<file path="src/rtl/morse_pkg.sv">
// Shared encodings for the Morse element sequencer: FSM states, element codes
// and symbol sizing.
package morse_pkg;

    typedef enum logic [1:0] {
        IDLE  = 2'd0,
        MARK  = 2'd1,
        SPACE = 2'd2,
        GAP   = 2'd3
    } state_t;

    localparam int SYM_LEN_W = 3;

    localparam logic                 DIT       = 1'b0;
    localparam logic                 DASH      = 1'b1;
    localparam logic [SYM_LEN_W-1:0] MAX_ELEMS = SYM_LEN_W'(5);

endpackage

</file>
<file path="src/rtl/morse_run_counter.sv">
// Run-length counter for the key level: restarts at 1 when the level changes
// and otherwise counts up, holding at all-ones instead of wrapping.
module morse_run_counter #(
    parameter int CNT_W = 8
) (
    input  logic             clk,
    input  logic             rst,
    input  logic             load,
    output logic [CNT_W-1:0] cnt
);

    always_ff @(posedge clk or posedge rst) begin
        if (rst) begin
            cnt <= '0;
        end else if (load) begin
            cnt <= CNT_W'(1);
        end else if (cnt != '1) begin
            cnt <= cnt + 1'b1;
        end
    end

endmodule

</file>
<file path="src/rtl/morse_element_sequencer.sv">
// Times key marks and spaces, assembles dit/dash elements into symbols and
// hands them downstream through a one-deep valid/ready buffer.
module morse_element_sequencer
    import morse_pkg::*;
#(
    parameter int DASH_MIN   = 7,
    parameter int LETTER_GAP = 16,
    parameter int WORD_GAP   = 48,
    parameter int CNT_W      = 8
) (
    input  logic                 clk,
    input  logic                 rst,
    input  logic                 key_in,
    output logic                 sym_valid,
    input  logic                 sym_ready,
    output logic [4:0]           sym_bits,
    output logic [SYM_LEN_W-1:0] sym_len,
    output logic                 word_gap,
    output logic                 err,
    output logic                 busy
);

    localparam logic [CNT_W-1:0] DASH_MIN_C    = CNT_W'(DASH_MIN);
    localparam logic [CNT_W-1:0] LETTER_LAST_C = CNT_W'(LETTER_GAP - 1);
    localparam logic [CNT_W-1:0] WORD_LAST_C   = CNT_W'(WORD_GAP - 1);

    state_t               state;
    logic                 key_q;
    logic [CNT_W-1:0]     cnt;
    logic [4:0]           asm_bits;
    logic [SYM_LEN_W-1:0] asm_len;
    logic                 asm_ovf;
    logic                 accept;

    assign accept = sym_valid && sym_ready;

    morse_run_counter #(.CNT_W(CNT_W)) u_run_counter (
        .clk  (clk),
        .rst  (rst),
        .load (key_in ^ key_q),
        .cnt  (cnt)
    );

    // cnt holds the length of the run that ends with the previous sample, so
    // thresholds compare against one less than the count they name.
    always_ff @(posedge clk or posedge rst) begin
        if (rst) begin
            state     <= IDLE;
            key_q     <= 1'b0;
            asm_bits  <= '0;
            asm_len   <= '0;
            asm_ovf   <= 1'b0;
            sym_valid <= 1'b0;
            sym_bits  <= '0;
            sym_len   <= '0;
            word_gap  <= 1'b0;
            err       <= 1'b0;
            busy      <= 1'b0;
        end else begin
            key_q    <= key_in;
            word_gap <= 1'b0;
            err      <= 1'b0;
            // NOTE: a letter load further down overrides this clear, since the
            // last non-blocking assignment in the block wins (no bubble).
            if (accept) sym_valid <= 1'b0;

            unique case (state)
                IDLE: begin
                    if (key_in) begin
                        state <= MARK;
                        busy  <= 1'b1;
                    end
                end
                MARK: begin
                    if (!key_in) begin
                        if (asm_len == MAX_ELEMS) begin
                            asm_ovf <= 1'b1;
                        end else begin
                            asm_bits[asm_len] <= (cnt >= DASH_MIN_C) ? DASH : DIT;
                            asm_len           <= asm_len + 1'b1;
                        end
                        state <= SPACE;
                    end
                end
                SPACE: begin
                    if (key_in) begin
                        state <= MARK;
                    end else if (cnt == LETTER_LAST_C) begin
                        if (!asm_ovf && (!sym_valid || sym_ready)) begin
                            sym_valid <= 1'b1;
                            sym_bits  <= asm_bits;
                            sym_len   <= asm_len;
                        end else begin
                            err <= 1'b1;
                        end
                        asm_bits <= '0;
                        asm_len  <= '0;
                        asm_ovf  <= 1'b0;
                        state    <= GAP;
                    end
                end
                GAP: begin
                    if (key_in) begin
                        state <= MARK;
                    end else if (cnt == WORD_LAST_C) begin
                        word_gap <= 1'b1;
                        state    <= IDLE;
                        busy     <= 1'b0;
                    end
                end
                default: begin
                    state <= IDLE;
                    busy  <= 1'b0;
                end
            endcase
        end
    end

endmodule

</file>
<file path="config.mk">
export PLATFORM = sky130hd
export DESIGN_NAME = morse_element_sequencer
export DESIGN_NICKNAME = d
export VERILOG_FILES = /design/src/rtl/morse_pkg.sv /design/src/rtl/morse_run_counter.sv /design/src/rtl/morse_element_sequencer.sv
export SDC_FILE = /design/constraint.sdc
export NUM_CORES = 1
export LEC_CHECK = 0
export ABC_CLOCK_PERIOD_IN_PS = 2060
export CORE_MARGIN = 4
export CORE_UTILIZATION = 55
export CTS_CLUSTER_DIAMETER = 40
export DETAILED_ROUTE_END_ITERATION = 16
export MAX_ROUTING_LAYER = met4
export PLACE_DENSITY = 0.77
export SYNTH_ARGS = -nofsm -noshare
export SYNTH_HDL_FRONTEND = slang
export SYNTH_SLANG_ARGS = --single-unit
</file>
<file path="constraint.sdc">
create_clock -name clk -period 2.06 [get_ports clk]
set_clock_uncertainty 0.05 [all_clocks]
set_input_delay 0.412 -clock clk [delete_from_list [all_inputs] [get_ports clk]]
set_output_delay 0.412 -clock clk [all_outputs]
set_load 0.05 [all_outputs]
</file>
Word-level counts from Yosys, hierarchy flattened
Index checks and enable logic that the tools add are counted.
Word-level totals
  bits of input ports: 4
  register bits: 32
  output and inout port bits: 12
Cells by class
  mux-type cells: 44
  reductions and logical operators: 15
  bitwise logic cells: 2
  equality and inequality tests: 17
  order comparisons: 3
  $add $sub $neg: 2
Operators by type and width (count)
  1-bit two-way mux: 21
  5-bit two-way mux: 4
  8-bit two-way mux: 2
  2-bit != test (second input constant): 8
  2-bit two-way mux: 6
  3-bit two-way mux: 4
  4-bit AND reduction: 3
  5-bit case mux with 2 select lines: 1
  5-bit AND reduction: 2
  8-bit by 1-bit adder with 8-bit output (second input constant): 1
  8-bit by 4-bit equality test with 1-bit output (second input constant): 1
  8-bit by 6-bit equality test with 1-bit output (second input constant): 1
  8-bit by 3-bit >= comparator with 1-bit output (second input constant): 1
  8-bit != test (second input constant): 1
  2-bit case mux with 4 select lines: 1
  3-bit != test (second input constant): 2
  3-bit case mux with 2 select lines: 1
  2-bit nonzero test: 3
  5-bit bitwise mux: 1
  2-bit equality test (second input constant): 2
  3-bit by 4-bit less-than comparator with 1-bit output (second input constant): 1
  1-bit case mux with 2 select lines: 2
  3-bit by 1-bit adder with 3-bit output (second input constant): 1
  1-bit demux with 3-bit select: 1
  9 further kinds: 12

Depth between registers and ports, before layout
  word-level depth: 8
  mapped depth: 6
  depth with buffers taken out: 5

By module
From an unflattened synthesis, not the netlist that was laid out.
Second synthesis, totals
  cells, all modules: 142
  area total of the unflattened synthesis: 1565.3 um2
By module, submodules not included
  morse_element_sequencer: sequential area each 600.6 um2, area an instance 1147.4 um2, times used 1, cells each 100
  morse_run_counter: sequential area each 200.2 um2, area an instance 417.9 um2, times used 1, cells each 42

Least setup slack after synthesis
No wires, ideal clock.
  path type: register to register
  from: register u_run_counter.cnt[4]
  to: register sym_len[0]
  period minus slack after synthesis: 1.811 ns
  arrival time: 1.636 ns
  buffers on the path: 0
  required time: 1.885 ns
  setup slack: 0.249 ns
  cell stages (with the launch flop): 5
  cell sequence: dfrtp_1 > or4_4 > nor4_4 > nand2_4 > mux2_4
On the way
  longest elaborated chain between the ends: 2
Ends and longest elaborated chain
  start, declared: RTL line morse_run_counter.sv:9  | output logic [CNT_W-1:0] cnt
  start signal, assigned: RTL line morse_run_counter.sv:18  | cnt <= cnt + 1'b1;
  8-bit by 4-bit equality test with 1-bit output: RTL line morse_element_sequencer.sv:88  | end else if (cnt == LETTER_LAST_C) begin
  4-bit AND reduction (no line)
  end signal, assigned: RTL line morse_element_sequencer.sv:92  | sym_len <= asm_len;
  end, declared: RTL line morse_element_sequencer.sv:17  | output logic [SYM_LEN_W-1:0] sym_len,
Every way passes these cells.
A chain may end at the register's enable or synchronous reset.

Worst setup path after layout
  from: register sym_valid
  to: output port sym_valid
RTL lines
  start, declared: RTL line morse_element_sequencer.sv:14  | output logic sym_valid,
  start signal, assigned: RTL line morse_element_sequencer.sv:53  | sym_valid <= 1'b0;
  start signal, assigned: RTL line morse_element_sequencer.sv:65  | if (accept) sym_valid <= 1'b0;
  start signal, assigned: RTL line morse_element_sequencer.sv:90  | sym_valid <= 1'b1;
No word-level cell between the ends.

==> summary.md <==
| Metric | Value |
|---|---|
| Status | `completed` |
| PwrDens | `771.8 mW/mm²` |
| Vias per cell | `5.706` |
| Initial antenna violation count | `0` |
| Pin count of the biggest net entering global routing | `33` |
| FF+latch count, synth | `32` |
| Router iterations before antenna repair | `4` |
| Hold Buf Count CTS | `0` |
| Die height | `61.67 µm` |
| Unrepaired setup endpoints after global routing | `no` |
| Mapped Avg Cell Area | `11.73 µm²` |
| Critical path class | `reg2out` |
| Routed vias | `1107` |
| Critical path capture point type | `output pin` |
| Top-area cell type share of the netlist area | `50.55%` |
| WL final | `2.854 mm` |
| Leak | `0.8708 nW` |
| CP arrival | `1.52 ns` |
| Antenna Nets Post-Route | `0` |
| Min-delay worst type | `in2async` |
| CP Buf/Inv Count | `1` |
| Fraction of registers with async set/reset | `100.0%` |
| Max VDD drop | `0.6448 mV` |
| Final-report hold violation count | `0` |
| Final setup TNS | `0 ns` |
| Number of global-route vias before repair | `1147` |
| Clock root cell | `clkbuf_4` |
| Port Buffers | `15` |
| Slew Viols, Final | `0` |
| Worst-skew pair later-pin latency | `0.32 ns` |
| Fraction of layout cells with a size suffix above 1 | `22.09%` |
| Violation count after the first detailed-route iteration | `32` |
| DP Area | `0.001807 mm²` |
| Routed length per instance | `14.71 µm` |
| Hold WS | `0.4338 ns` |
| Core Box Area | `0.002758 mm²` |
| Clk sinks | `32` |
| Post-CTS Resized | `0` |
| H-tree depth | `2` |
| Syn Std Cell Area | `0.001584 mm²` |
| Total track usage | `18.79%` |
| CP max stage cell | `clkdlybuf4s50_1` |
| CP Cell Sequence | `clkdlybuf4s50_1` |
| Finished Core Util | `67.74%` |
| Max_cap viols | `0` |
| Period utilisation layout | `96.07%` |
| Post-synth top flop | `dfrtp_1` |
| Setup Viol. Count Final | `0` |
| Startpoint types | `flip-flop` |
| Area leader, netlist | `dfrtp_1` |
| Ys Warns | `0` |
| Die width | `61.67 µm` |
| Worst Path Required | `1.60 ns` |
| Sequential cell area fraction in the yosys report | `50.55%` |
| First-pass GRT wire length | `4.981 mm` |
| Final Cell Area | `0.001868 mm²` |
| Row count | `19` |
| DIE AREA | `0.003803 mm²` |
| Fmax | `505.3 MHz` |
| Critical Path Fanout Max | `3` |
| Worst-margin pin slew | `0.4927 ns` |
| Syn nets | `142` |
| DRC | `0` |
| CP top delay family | `buffers and inverters` |
| Max-slew headroom | `67.05%` |
| Post-Syn Instances | `135` |
| Nets | `169` |
| IO Count | `16` |
| Area growth syn-to-layout | `17.93%` |
| Area contributors post-synth | `dfrtp_1 51%, mux2_4 7.6%, nor2_1 2.8%, a22o_1 2.8%, xor2_1 2.8%` |
| HPWL after DPL | `2.078 mm` |
| CTS Buf Count | `5` |
| RD Place Congestion | `0.8123` |
| Initial core utilization | `57.44%` |
| Final critical-path required period | `1.979 ns` |
| Cell variety after synth | `44` |
| Post-synth EDFFs | `0` |
| Clock Path Buffers | `2` |
| Post-CTS Setup Bufs | `0` |
| CTS tree | `built` |
| Antenna diodes | `0` |
| Delay of the slowest critical-path stage | `0.81 ns` |
| GR Overflow Total | `0` |
| Pwr Total | `0.001442 W` |
| Clock transition at the registers of the reported paths | `0.10 ns` |
final cells by class:
class                           count  area (µm²)
Inverter                            5       18.77
Multi-Input combinational cell     94       730.7
Fill cell                         210       889.6
Clock inverter                      2       10.01
Clock buffer                        6       51.30
Tap cell                           31       38.79
Sequential cell                    32       800.8
Timing Repair Buffer               24       217.7
synthesized netlist by cell type, types with 2 or more instances:
master     instances
a21oi_1            4
buf_4              2
nor3_1             3
o21ai_0            3
dfrtp_1           32
nor2_1            12
inv_1              5
mux2_4             8
nor4_4             2
and2_1             2
nor3b_1            4
nand2b_1           2
xor2_1             5
nand2_1            4
nand3_1            3
o22ai_1            6
nand4_1            2
a22o_1             5
o2bb2ai_1          2
ha_1               3
nor2b_1            3
state kept, by name (all words and copies together), names as in the netlist:
register	count
u_run_counter.cnt	8
key_q	1
asm_ovf	1
sym_valid	1
sym_bits	5
busy	1
state	2
asm_len	3
asm_bits	5
sym_len	3
err	1
word_gap	1
power by group:
| part | internal (W) | switching, W |
|---|---|---|
| sequential | 0.000701 | 0.0000984 |
| combinational | 0.000139 | 0.000140 |
| clock | 0.000162 | 0.000202 |
cell usage in the layout, fill, tap and decap left out, drive strengths merged, types with 2 or more instances in the layout:
cell and count:
dfrtp 32, clkdlybuf4s50 15, nor2 12, buf 9, mux2 9, o22ai 6
clkbuf 6, inv 5, a22o 5, xor2 5, nand2 5, a21oi 4
nor3b 4, nand3 4, o21ai 4, nor3 3, nor2b 3, ha 3
nor4 3, and2 3, o2bb2ai 2, nand4 2, nand2b 2, clkinv 2
and3 2
worst register-to-register path, stage by stage (launching register included):
cell	delay [ns]
dfrtp_1	0.45
or4_4	0.61
nor4_4	0.20
nand2_4	0.16
mux2_4	0.33
cells by family (layout without fill, tap and decap cells):
kind of cell | Yosys count | count (layout) | synth area share, %
AO/OA/AOI/OAI | 29 | 29 | 12.88
XOR/XNOR | 5 | 5 | 2.764
adder cells (fa/ha/maj) | 3 | 3 | 2.370
buffers and inverters | 9 | 37 | 3.317
flip-flops | 32 | 32 | 50.55
multiplexers | 10 | 10 | 8.926
AND/OR/NAND/NOR | 47 | 47 | 19.19
final timing paths:
| check | end | from | slack, ns | cells past startpoint |
|---|---|---|---|---|
| max reg2reg | sym_bits[4]$_DFFE_PP0P_ | u_run_counter.cnt[4]$_DFFE_PP0P_ | 0.15 | 4 |
| min | sym_bits[3]$_DFFE_PP0P_ | rst | 0.43 | 3 |
| min reg2reg | asm_bits[3]$_DFFE_PP0P_ | asm_bits[3]$_DFFE_PP0P_ | 0.46 | 1 |
| min in group clk | asm_bits[3]$_DFFE_PP0P_ | asm_bits[3]$_DFFE_PP0P_ | 0.46 | 1 |
| max in group asynchronous | u_run_counter.cnt[7]$_DFFE_PP0P_ | rst | 1.23 | 3 |
| max | sym_valid | sym_valid$_DFF_PP0_ | 0.08 | 1 |
metal layers:
layer	track usage [%]	up-vias	wire length [µm]
met2	30.79	17	1417
met1	21.26	545	1293
met5	-	-	0
met4	7.576	0	29
met3	5.870	4	112
li1	-	541	-
metrics by stage:
stage,std cells,setup slack (ns)
2_1_floorplan,135,0.2492
3_3_place_gp,186,0.08964
3_5_place_dp,186,0.06019
4_1_cts,194,0.06235
5_1_grt,194,0.01096
6_report,194,0.08095
Power figures use the tool's default switching activity.
